$ cat config.mk
export PLATFORM = sky130hd
export DESIGN_NAME = wide_add_seq
export DESIGN_NICKNAME = d
export VERILOG_FILES = /design/src/rtl/wide_add_pkg.sv /design/src/rtl/wide_add_seq_add3_slice.sv /design/src/rtl/wide_add_seq.sv
export SDC_FILE = /design/constraint.sdc
export NUM_CORES = 1
export LEC_CHECK = 0
export BUFFER_PORTS_ARGS = -buffer_cell sky130_fd_sc_hd__buf_2
export CAP_MARGIN = 20
export CORE_MARGIN = 4
export CORE_UTILIZATION = 47
export DETAILED_ROUTE_END_ITERATION = 12
export HOLD_SLACK_MARGIN = 0.12
export PLACE_DENSITY = 0.75
export SKIP_LAST_GASP = 1
export SYNTH_ARGS = -nofsm -noshare
export SYNTH_HDL_FRONTEND = slang
export SYNTH_SLANG_ARGS = --single-unit
$ cat constraint.sdc
create_clock -name clk -period 2.4 [get_ports clk]
set_input_delay 0.48 -clock clk [delete_from_list [all_inputs] [get_ports clk]]
set_output_delay 0.48 -clock clk [all_outputs]
set_load 0.01 [all_outputs]
$ cat src/rtl/wide_add_pkg.sv
// wide_add_pkg: FSM state type and adder slice width shared by wide_add_seq and add3_slice
package wide_add_pkg;
  localparam int SLICE_W = 3;
  typedef enum logic [1:0] {IDLE, RUN, DONE} state_t;
endpackage

$ cat src/rtl/wide_add_seq_add3_slice.sv
// add3_slice: combinational 3-bit adder slice with carry in and carry out
module add3_slice
  import wide_add_pkg::*;
(
  input  logic [SLICE_W-1:0] a,
  input  logic [SLICE_W-1:0] b,
  input  logic               ci,
  output logic [SLICE_W-1:0] s,
  output logic               co
);
  assign {co, s} = {1'b0, a} + {1'b0, b} + {{SLICE_W{1'b0}}, ci};
endmodule

$ cat src/rtl/wide_add_seq.sv
// wide_add_seq: WIDTH-bit add built from one 3-bit slice, one slice per clock, valid/ready on both sides
// Optional subtract (op_a - op_b) when WIDE_ADD_SEQ_SUB_EN is defined.
module wide_add_seq
  import wide_add_pkg::*;
#(
  parameter int WIDTH = 12
) (
  input  logic             clk,
  input  logic             rst_n,
  input  logic             in_valid,
  output logic             in_ready,
  input  logic [WIDTH-1:0] op_a,
  input  logic [WIDTH-1:0] op_b,
  input  logic             op_sub,
  output logic             out_valid,
  input  logic             out_ready,
  output logic [WIDTH-1:0] result,
  output logic             carry_out
);
  localparam int SLICES = WIDTH / SLICE_W;
  localparam int IW = SLICES > 1 ? $clog2(SLICES) : 1;
  localparam logic [IW-1:0] LAST = IW'(SLICES - 1);
  if (WIDTH < SLICE_W || WIDTH % SLICE_W != 0) begin : g_bad_width
    $error("wide_add_seq: WIDTH must be a positive multiple of 3");
  end
  state_t state;
  logic [WIDTH-1:0] a_q, b_q, b_in;
  logic [IW-1:0] idx;
  logic carry, c_in, s_co;
  logic [SLICE_W-1:0] a_s, b_s, s_sum;
`ifdef WIDE_ADD_SEQ_SUB_EN
  // two's complement subtract: invert B and seed the carry chain with 1
  assign b_in = op_sub ? ~op_b : op_b;
  assign c_in = op_sub;
`else
  logic unused_sub;
  assign unused_sub = op_sub;
  assign b_in = op_b;
  assign c_in = 1'b0;
`endif
  assign a_s = SLICE_W'(a_q >> (SLICE_W * int'(idx)));
  assign b_s = SLICE_W'(b_q >> (SLICE_W * int'(idx)));
  assign in_ready = state == IDLE;
  assign out_valid = state == DONE;
  add3_slice u_slice (
    .a (a_s),
    .b (b_s),
    .ci(carry),
    .s (s_sum),
    .co(s_co)
  );
  always_ff @(posedge clk) begin
    if (!rst_n) begin
      state <= IDLE;
      idx <= '0;
      carry <= 1'b0;
      result <= '0;
      carry_out <= 1'b0;
    end else begin
      case (state)
        IDLE: if (in_valid) begin
          a_q <= op_a;
          b_q <= b_in;
          idx <= '0;
          carry <= c_in;
          result <= '0;
          state <= RUN;
        end
        RUN: begin
          result[SLICE_W*idx +: SLICE_W] <= s_sum;
          carry <= s_co;
          idx <= idx + 1'b1;
          if (idx == LAST) begin
            carry_out <= s_co;
            state <= DONE;
          end
        end
        DONE: if (out_ready) state <= IDLE;
        default: state <= IDLE;
      endcase
    end
  end
endmodule

==> reports/summary.txt, run 1 <==
Mapped Avg Cell Area = 13.29 µm²
maximum VDD drop = 411.7 µV
Pwr Density = 693.3 nW/µm²
post-synthesis compound-gate area fraction = 8.855%
CTS clk-pin slew, worst paths = 80 ps
Die W = 69.55 µm
largest family of logic cells by synthesized area = simple AND/OR/NAND/NOR gates
Final TNS setup = 0 ps
worst slack, placed = -47.95 ps
overall power = 1.503 mW
worst path cell trace = mux4_1, fa_2, inv_1, fa_1, nand2b_4, o22ai_1
Sink Count = 42
critical path data required time = 2610 ps
IO buf count = 42
detailed placer's ending HPWL = 2340 µm
Post-synth EDFFs = 24
I/O pin total = 44
final WL = 2990 µm
# H-tree levels = 2
max-capacitance violation count = 0
total setup buffers inserted after CTS = 0
largest net degree at the start of global routing = 25
drt initial violations = 33
Worst Path Max Fanout = 4
clk_skew = 8.974 ps
die height = 69.55 µm
async set-or-reset flop fraction in the synthesized netlist = 0%
# DRC = 0
synthesis warning total = 0
initial cell density of the core = 48.63%
crit path capture type = flip-flop
layout cells sized above 1 = 34.97%
Nets = 219
CORE AREA = 3661 µm²
status = complete, no violations
crit-path max cell delay = 590 ps
worst-skew pair later-pin latency = 290 ps
post-route cell area = 2168 µm²
Pre-Repair DR Iteration Count = 4
CP Buf/Inv Count = 1
routed len/inst = 12.94 µm
most common cell after layout, fill and taps aside = buf_2
Final GP Congestion = 0.8617
Post-Synth XOR/XNOR Area = 0.4919%
root buffer cell = clkbuf_8
worst hold slack = 356.0 ps
Bufs on Longest Clock Path = 2
RSZ-0062 raised after global routing = no
Synth Instances = 134
total placed instance area = 2048 µm²
worst hold path startpoint = op_a[4]
ANT cells = 0
slowest CP cell = mux4_1
Max Freq = 435.8 MHz
FP Rows = 22
endpoints failing setup = 0
Slew @ Worst Pin = 350.0 ps
Tcrit/Tclk final = 95.61%
die area = 4837 µm²
Worst setup startpoint = idx[0]
mux share of post-synthesis cell area = 8.433%
vias in the first global route = 1275
Setup WS post-layout = 105.4 ps
antenna violations before repair = 0
P&R area growth vs syn = 21.78%
min Tclk post-route = 2295 ps
Adder-Cell Fraction of Synth Area = 6.465%
ys flop type = edfxtp_1
Worst slew margin = 76.63%
critical path type = reg -> reg
synth unique cells = 32
CTS tree = built
first-pass GRT wire length = 5416 µm
R2R Path Start = idx[0]
final antenna-violating net count = 0
GRT Util Overall = 13.97%
Leak = 0.8764 nW
DR vias = 1199
Post-Synth Simple-Gate Area = 11.60%
Worst Path Arrival = 2510 ps
register area share after synthesis = 60.72%
Yosys reg bits = 42
TritonCTS Buffers = 5
Worst path top cell family by delay = adder cells
critical path launch point type = flip-flop
CTS Hold Bufs = 0
Congestion Overflow GR = 0
synthesized cell area = 1780 µm²
Final Max Slew Viols = 0
worst hold path class = in -> reg
vias per cell = 5.190
Hold Vio Cnt, Final = 0
most frequent cells in the layout = buf_2 (42), edfxtp_1 (24), nand2_1 (21)
Syn Nets = 171
## Yosys cell counts (all sizes together), types with 2 or more instances
| library cell | n | area share, % |
|---|---|---|
| nand2 | 21 | 4.4 |
| nor2b | 3 | 1.1 |
| o22ai | 12 | 4.2 |
| buf | 4 | 2.0 |
| nor2 | 3 | 0.63 |
| o21ai | 2 | 0.56 |
| inv | 5 | 1.1 |
| nand2b | 4 | 1.8 |
| ha | 6 | 4.2 |
| nand3 | 3 | 0.84 |
| dfxtp | 18 | 20 |
| fa | 2 | 2.2 |
| edfxtp | 24 | 40 |
| mux4 | 6 | 8.4 |
| clkbuf | 2 | 0.42 |
| and2b | 2 | 0.84 |
| a21oi | 7 | 2.0 |
## logic make-up after synthesis
kind of cell | Yosys count
mux | 6
buf+inv | 11
xor+xnor | 1
simple gates | 40
compound gates | 26
fa+ha+maj | 8
flops | 42
## routing by layer
metal	vias to the layer above	part of all wire [%]	track usage, %
li1	588	-	-
met1	568	40	15.14
met2	39	51	24.47
met3	4	7.0	5.507
met4	0	1.0	5.206
met5	-	0	0
## final timing paths
check                                 end  cells after the start  slack, ps
worst max-delay path            result[7]                      6        110
worst min-delay path               a_q[4]                      1        360
worst max register to register  result[7]                      6        110
worst min register to register  result[6]                      2        460
## timing repair
item,CTS,global route
endpoints found under the hold margin,0,0
setup endpoints to repair,4,1
resized for setup,2,1
## registers in the layout, summed over array words and instances (netlist names)
| register | cells |
|---|---|
| a_q | 12 |
| b_q | 12 |
| result | 12 |
| idx | 2 |
| state | 2 |
| carry | 1 |
| carry_out | 1 |
## report_power, final
group / switching [mW] / total, mW / internal [mW]
combinational: 0.0854 / 0.165 / 0.0797
sequential: 0.0121 / 0.801 / 0.789
clock: 0.231 / 0.537 / 0.306
## layout make-up
| cell class | instances | area, µm² |
|---|---|---|
| multi-input cells | 81 | 650.6 |
| inverters | 5 | 18.77 |
| well taps | 48 | 60.06 |
| clock inverters | 3 | 40.04 |
| repair buffers | 47 | 247.7 |
| clock buffers | 5 | 68.82 |
| flip-flops and latches | 42 | 1082 |
| fillers | 308 | 1493 |
## stage by stage
stage / std cells / utilization (%)
floorplan: 134 / -
global placement: 223 / 55.95
detailed placement: 223 / 55.95
CTS: 231 / 59.16
global route: 231 / 59.23
finish: 231 / 59.23
Power figures use the tool's default switching activity.
==> inputs of run 2 (changes only) <==
- CORE_UTILIZATION: 47 -> 52
- PLACE_DENSITY: 0.75 -> 0.78
- clock period: 2.4 -> 2.5 ns (I/O delays scaled with it)
==> reports/summary.txt, run 2 (same netlist as run 1, synthesis figures left out) <==
drt initial violations = 66 (was 33)
ANT cells = 0 (unchanged)
Die W = 66.52 µm (was 69.55 µm)
vias in the first global route = 1292 (was 1275)
Worst path top cell family by delay = adder cells (unchanged)
maximum VDD drop = 390.7 µV (was 411.7 µV)
vias per cell = 5.296 (was 5.190)
critical path type = reg -> reg (unchanged)
max-capacitance violation count = 0 (unchanged)
IO buf count = 42 (unchanged)
P&R area growth vs syn = 20.24% (was 21.78%)
worst slack, placed = 80.98 ps (was -47.95 ps)
# H-tree levels = 2 (unchanged)
worst path cell trace = mux4_1, fa_1, inv_1, fa_1, nand2b_2, o22ai_1 (was mux4_1, fa_2, inv_1, fa_1, nand2b_4, o22ai_1)
Worst Path Arrival = 2660 ps (was 2510 ps)
clk_skew = 9.512 ps (was 8.974 ps)
Final GP Congestion = 0.8425 (was 0.8617)
Setup crit end = result[4] (was result[7])
Tcrit/Tclk final = 95.22% (was 95.61%)
Worst setup startpoint = idx[0] (unchanged)
first-pass GRT wire length = 5326 µm (was 5416 µm)
R2R Path Start = idx[0] (unchanged)
root buffer cell = clkbuf_4 (was clkbuf_8)
DR vias = 1197 (was 1199)
antenna violations before repair = 0 (unchanged)
Setup WS post-layout = 119.4 ps (was 105.4 ps)
Max Freq = 420.1 MHz (was 435.8 MHz)
I/O pin total = 44 (unchanged)
Final TNS setup = 0 ps (unchanged)
crit-path max cell delay = 610 ps (was 590 ps)
PostCTS Resize Cnt = 0 (was 2)
min Tclk post-route = 2381 ps (was 2295 ps)
Slew @ Worst Pin = 361.0 ps (was 350.0 ps)
Sink Count = 42 (unchanged)
worst-skew pair later-pin latency = 350 ps (was 290 ps)
layout cells sized above 1 = 33.52% (was 34.97%)
Pre-Repair DR Iteration Count = 4 (unchanged)
Pwr Density = 673.4 nW/µm² (was 693.3 nW/µm²)
final WL = 3191 µm (was 2990 µm)
RR Endpoint = result[4] (was result[7])
die height = 66.52 µm (was 69.55 µm)
total stage count of the critical path = 6 (unchanged)
TritonCTS Buffers = 5 (unchanged)
most common cell after layout, fill and taps aside = buf_2 (unchanged)
CTS Hold Bufs = 0 (unchanged)
endpoints failing setup = 0 (unchanged)
final antenna-violating net count = 0 (unchanged)
Nets = 218 (was 219)
Final Max Slew Viols = 0 (unchanged)
# DRC = 0 (unchanged)
largest net degree at the start of global routing = 25 (unchanged)
crit-path most repeated cell = fa_1
routed len/inst = 14.12 µm (was 12.94 µm)
most frequent cells in the layout = buf_2 (42), edfxtp_1 (24), nand2_1 (21) (unchanged)
flop2flop setup slack = 120 ps (was 110 ps)
initial cell density of the core = 56.47% (was 48.63%)
slowest CP cell = mux4_1 (unchanged)
CTS clk-pin slew, worst paths = 120 ps (was 80 ps)
placed insts = 218 (was 223)
die area = 4424 µm² (was 4837 µm²)
Leak = 0.8622 nW (was 0.8764 nW)
total setup buffers inserted after CTS = 0 (unchanged)
Worst Path Max Fanout = 4 (unchanged)
crit path capture type = flip-flop (unchanged)
status = complete, no violations (unchanged)
FP Rows = 20 (was 22)
overall power = 1.442 mW (was 1.503 mW)
critical path launch point type = flip-flop (unchanged)
CORE AREA = 3153 µm² (was 3661 µm²)
Congestion Overflow GR = 0 (unchanged)
worst hold path startpoint = op_b[10] (was op_a[4])
CTS tree = built (unchanged)
Worst slew margin = 75.90% (was 76.63%)
RSZ-0062 raised after global routing = no (unchanged)
GRT Util Overall = 16.46% (was 13.97%)
CP Buf/Inv Count = 1 (unchanged)
worst hold path class = in -> reg (unchanged)
fin cells = 226 (was 231)
Bufs on Longest Clock Path = 2 (unchanged)
critical path data required time = 2780 ps (was 2610 ps)
detailed placer's ending HPWL = 2402 µm (was 2340 µm)
Fill cells = 245 (was 308)
r2r worst-path depth = 6 (unchanged)
largest registers = a_q x12, b_q x12, result x12 (unchanged)
Util after Layout = 67.90% (was 59.23%)
Hold Vio Cnt, Final = 0 (unchanged)
[run 2: area by class of cell]
class                           count  area (µm²)  area share, %
Timing Repair Buffer               46       240.2          11.22
Sequential cell                    42        1082          50.56
Tap cell                           44       55.05          2.572
Clock buffer                        5       37.54          1.753
Clock inverter                      3       63.81          2.981
Multi-Input combinational cell     81       643.1          30.04
Inverter                            5       18.77         0.8767
[run 2: layer usage]
metal	up-vias	GRT usage [%]	share of wire, %
met5	-	0	0
met4	0	8.629	2.1
met3	8	5.228	6.9
met2	44	29.86	52
met1	552	16.57	39
li1	593	-	-
[run 2: worst min path at each step]
stage	slack, ps	endpoint	cells after the start
global route	290	b_q[11]	1
detailed placement	450	result[8]	2
finish	320	b_q[10]	1
CTS	300	a_q[5]	1
floorplan	470	carry	2
global placement	440	result[11]	2
[run 2: where the power goes]
group / internal, mW / switching (mW) / leakage, nW
Clock: 0.308 / 0.210 / 0.0528
Combinational: 0.0706 / 0.0827 / 0.441
Sequential: 0.758 / 0.0128 / 0.369
[run 2: stage by stage]
stage / cell area [µm²] / hold WS [ps]
detailed placement: 2036 / 451.9
global placement: 2036 / 440.3
global route: 2141 / 285.4
CTS: 2137 / 304.2
floorplan: 1780 / 475.0
finish: 2141 / 319.9
==> inputs of run 3 (changes only) <==
- ABC_AREA: not set -> 1
- GPL_TIMING_DRIVEN: not set -> 0
==> reports/summary.txt, run 3 <==
clk_skew = 12.00 ps (was 9.512 ps)
Syn Nets = 220 (was 171)
Die W = 67.19 µm (was 66.52 µm)
CP Buf/Inv Count = 4 (was 1)
IO buf count = 42 (unchanged)
Max Freq = 422.4 MHz (was 420.1 MHz)
Worst Path Max Fanout = 11 (was 4)
critical path type = reg -> reg (unchanged)
Final TNS setup = 0 ps (unchanged)
overall power = 1.435 mW (was 1.442 mW)
Tcrit/Tclk final = 94.71% (was 95.22%)
DR vias = 1466 (was 1197)
P&R area growth vs syn = 25.27% (was 20.24%)
crit-path most repeated cell = buf_6 (was fa_1)
Final Max Slew Viols = 0 (unchanged)
crit-path max cell delay = 440 ps (was 610 ps)
worst slack, placed = -139.3 ps (was 80.98 ps)
Yosys reg bits = 42 (unchanged)
post-synthesis compound-gate area fraction = 9.203% (was 8.855%)
Final GP Congestion = 0.7874 (was 0.8425)
CTS tree = built (unchanged)
die area = 4515 µm² (was 4424 µm²)
CTS clk-pin slew, worst paths = 120 ps (about the same)
RSZ-0062 raised after global routing = no (unchanged)
worst path cell trace = buf_6, inv_4, buf_6, o21ai_2, o22ai_2, fa_2, inv_2, fa_1, nor3_2, nand2_1, a21oi_1 (was mux4_1, fa_1, inv_1, fa_1, nand2b_2, o22ai_1)
synthesized cell area = 1822 µm² (was 1780 µm²)
Slew @ Worst Pin = 472.1 ps (was 361.0 ps)
Worst Path Arrival = 2670 ps (was 2660 ps)
most common cell after layout, fill and taps aside = buf_2 (unchanged)
max-capacitance violation count = 0 (unchanged)
I/O pin total = 44 (unchanged)
die height = 67.19 µm (was 66.52 µm)
Yosys top cell by area = edfxtp_1 (unchanged)
Worst slew margin = 68.53% (was 75.90%)
worst-skew pair later-pin latency = 360 ps (was 350 ps)
CORE AREA = 3363 µm² (was 3153 µm²)
root buffer cell = clkbuf_4 (unchanged)
Worst path top cell family by delay = adder cells (unchanged)
largest net degree at the start of global routing = 21 (was 25)
status = complete, no violations (unchanged)
Post-Synth XOR/XNOR Area = 0% (was 0.4919%)
mux share of post-synthesis cell area = 0% (was 8.433%)
Nets = 275 (was 218)
endpoints failing setup = 0 (unchanged)
Post-synth EDFFs = 24 (unchanged)
Congestion Overflow GR = 0 (unchanged)
main area contributors after synthesis = edfxtp_1 (40%), dfxtp_1 (20%), nand2_1 (6.6%) (was edfxtp_1 (40%), dfxtp_1 (20%), mux4_1 (5.9%))
Adder-Cell Fraction of Synth Area = 6.319% (was 6.465%)
first-pass GRT wire length = 5609 µm (was 5326 µm)
RR Endpoint = result[10] (was result[4])
async set-or-reset flop fraction in the synthesized netlist = 0% (unchanged)
drt initial violations = 74 (was 66)
final WL = 3522 µm (was 3191 µm)
Sink Count = 42 (unchanged)
Post-Synth Simple-Gate Area = 20.26% (was 11.60%)
Synth Instances = 183 (was 134)
CTS Hold Bufs = 0 (unchanged)
# DRC = 0 (unchanged)
placed insts = 272 (was 218)
synthesis warning total = 0 (unchanged)
ys flop type = edfxtp_1 (unchanged)
largest registers = a_q x12, b_q x12, result x12 (unchanged)
hold path depth = 1 (unchanged)
TritonCTS Buffers = 5 (unchanged)
vias in the first global route = 1248 (was 1292)
FP Rows = 21 (was 20)
# H-tree levels = 2 (unchanged)
critical path launch point type = flip-flop (unchanged)
worst hold path startpoint = op_a[9] (was op_b[10])
slowest CP cell = fa_1 (was mux4_1)
ANT cells = 0 (unchanged)
Mapped Avg Cell Area = 9.955 µm² (was 13.29 µm²)
R2R Path Start = idx[0] (unchanged)
routed len/inst = 12.36 µm (was 14.12 µm)
critical path data required time = 2800 ps (was 2780 ps)
share of the synthesized area in the top cell type = 39.56% (was 40.48%)
initial cell density of the core = 54.17% (was 56.47%)
Util after Layout = 67.86% (was 67.90%)
r2r worst-path depth = 11 (was 6)
maximum VDD drop = 401.5 µV (was 390.7 µV)
flop2flop setup slack = 130 ps (was 120 ps)
antenna violations before repair = 0 (unchanged)
most frequent cells in the layout = buf_2 (42), nand2_1 (32), edfxtp_1 (24) (was buf_2 (42), edfxtp_1 (24), nand2_1 (21))
vias per cell = 5.144 (was 5.296)
Pwr Density = 628.6 nW/µm² (was 673.4 nW/µm²)
Fill cells = 271 (was 245)
Bufs on Longest Clock Path = 2 (unchanged)
min Tclk post-route = 2368 ps (was 2381 ps)
Hold Path Sink = a_q[9] (was b_q[10])
GRT Util Overall = 17.33% (was 16.46%)
register area share after synthesis = 59.34% (was 60.72%)
final antenna-violating net count = 0 (unchanged)
Leak = 0.9419 nW (was 0.8622 nW)
most common cell in the netlist = nand2_1 (was edfxtp_1)
largest family of logic cells by synthesized area = simple AND/OR/NAND/NOR gates (unchanged)
Setup WS post-layout = 132.4 ps (was 119.4 ps)
Post-synth top cells = nand2_1 (32), edfxtp_1 (24), nand3_1 (21) (was edfxtp_1 (24), nand2_1 (21), dfxtp_1 (18))
Pre-Repair DR Iteration Count = 4 (unchanged)
detailed placer's ending HPWL = 2561 µm (was 2402 µm)
Hold Vio Cnt, Final = 0 (unchanged)
layout cells sized above 1 = 33.47% (was 33.52%)
fin cells = 285 (was 226)
synth unique cells = 25 (was 32)
worst hold path class = in -> reg (unchanged)
crit path capture type = flip-flop (unchanged)
==> run 3: changes by cell type in the layout (fill, tap and decap cells not counted), sizes merged, moves of 7 or more <==
cell	previous run	this run
nand3	3	23
nor2	3	20
nand2	21	33
a21oi	7	18
inv	5	13
o22ai	12	4
o21ai	2	9
==> run 3: repair_timing <==
item,4_1_cts,5_1_grt
buffers inserted,0,5
pin swaps,1,6
setup endpoints to repair,5,7
gates resized for setup,3,18
==> run 3: layout make-up <==
type,instances,area [µm²],area share [%]
plain buffers,5,45.04,1.974
clock buffers,5,37.54,1.645
clock inverters,3,40.04,1.754
inverters,15,62.56,2.741
multi-input cells,121,680.7,29.82
flip-flops and latches,42,1084,47.48
well taps,46,57.56,2.522
repair buffers,48,275.3,12.06
==> run 3: cell families after synthesis <==
logic type	count (synthesis)
AND/OR/NAND/NOR	81
flip-flops	42
AO/OA/AOI/OAI	32
buffers and inverters	20
adder cells (fa/ha/maj)	8
==> run 3: where the power goes <==
group	internal, mW	switching [mW]
Sequential	0.760	0.0140
Clock	0.207	0.214
Combinational	0.101	0.139
==> run 3: layer usage <==
layer,share of wire [%],routed length (µm),vias up,track usage [%]
met5,0,0,-,0
met4,2.0,71,0,8.354
met3,7.6,266,5,5.491
met2,51,1779,58,26.87
met1,40,1404,664,21.98
li1,-,-,739,-
==> run 3: worst max path at each step <==
stage	from	endpoint	slack [ps]	cells past startpoint
detailed placement	idx[0]	result[4]	-140	11
CTS	idx[0]	result[8]	20	13
floorplan	rst_n	a_q[0]	140	3
global placement	rst_n	b_q[9]	-490	4
finish	idx[0]	result[10]	130	11
global route	idx[0]	result[4]	4	11
==> run 3: metrics by stage <==
step	instance area (µm²)	hold WS [ps]
3_5_place_dp	2120	450.0
4_1_cts	2206	295.3
3_3_place_gp	2090	448.9
6_report	2282	302.3
5_1_grt	2282	281.4
2_1_floorplan	1822	471.0
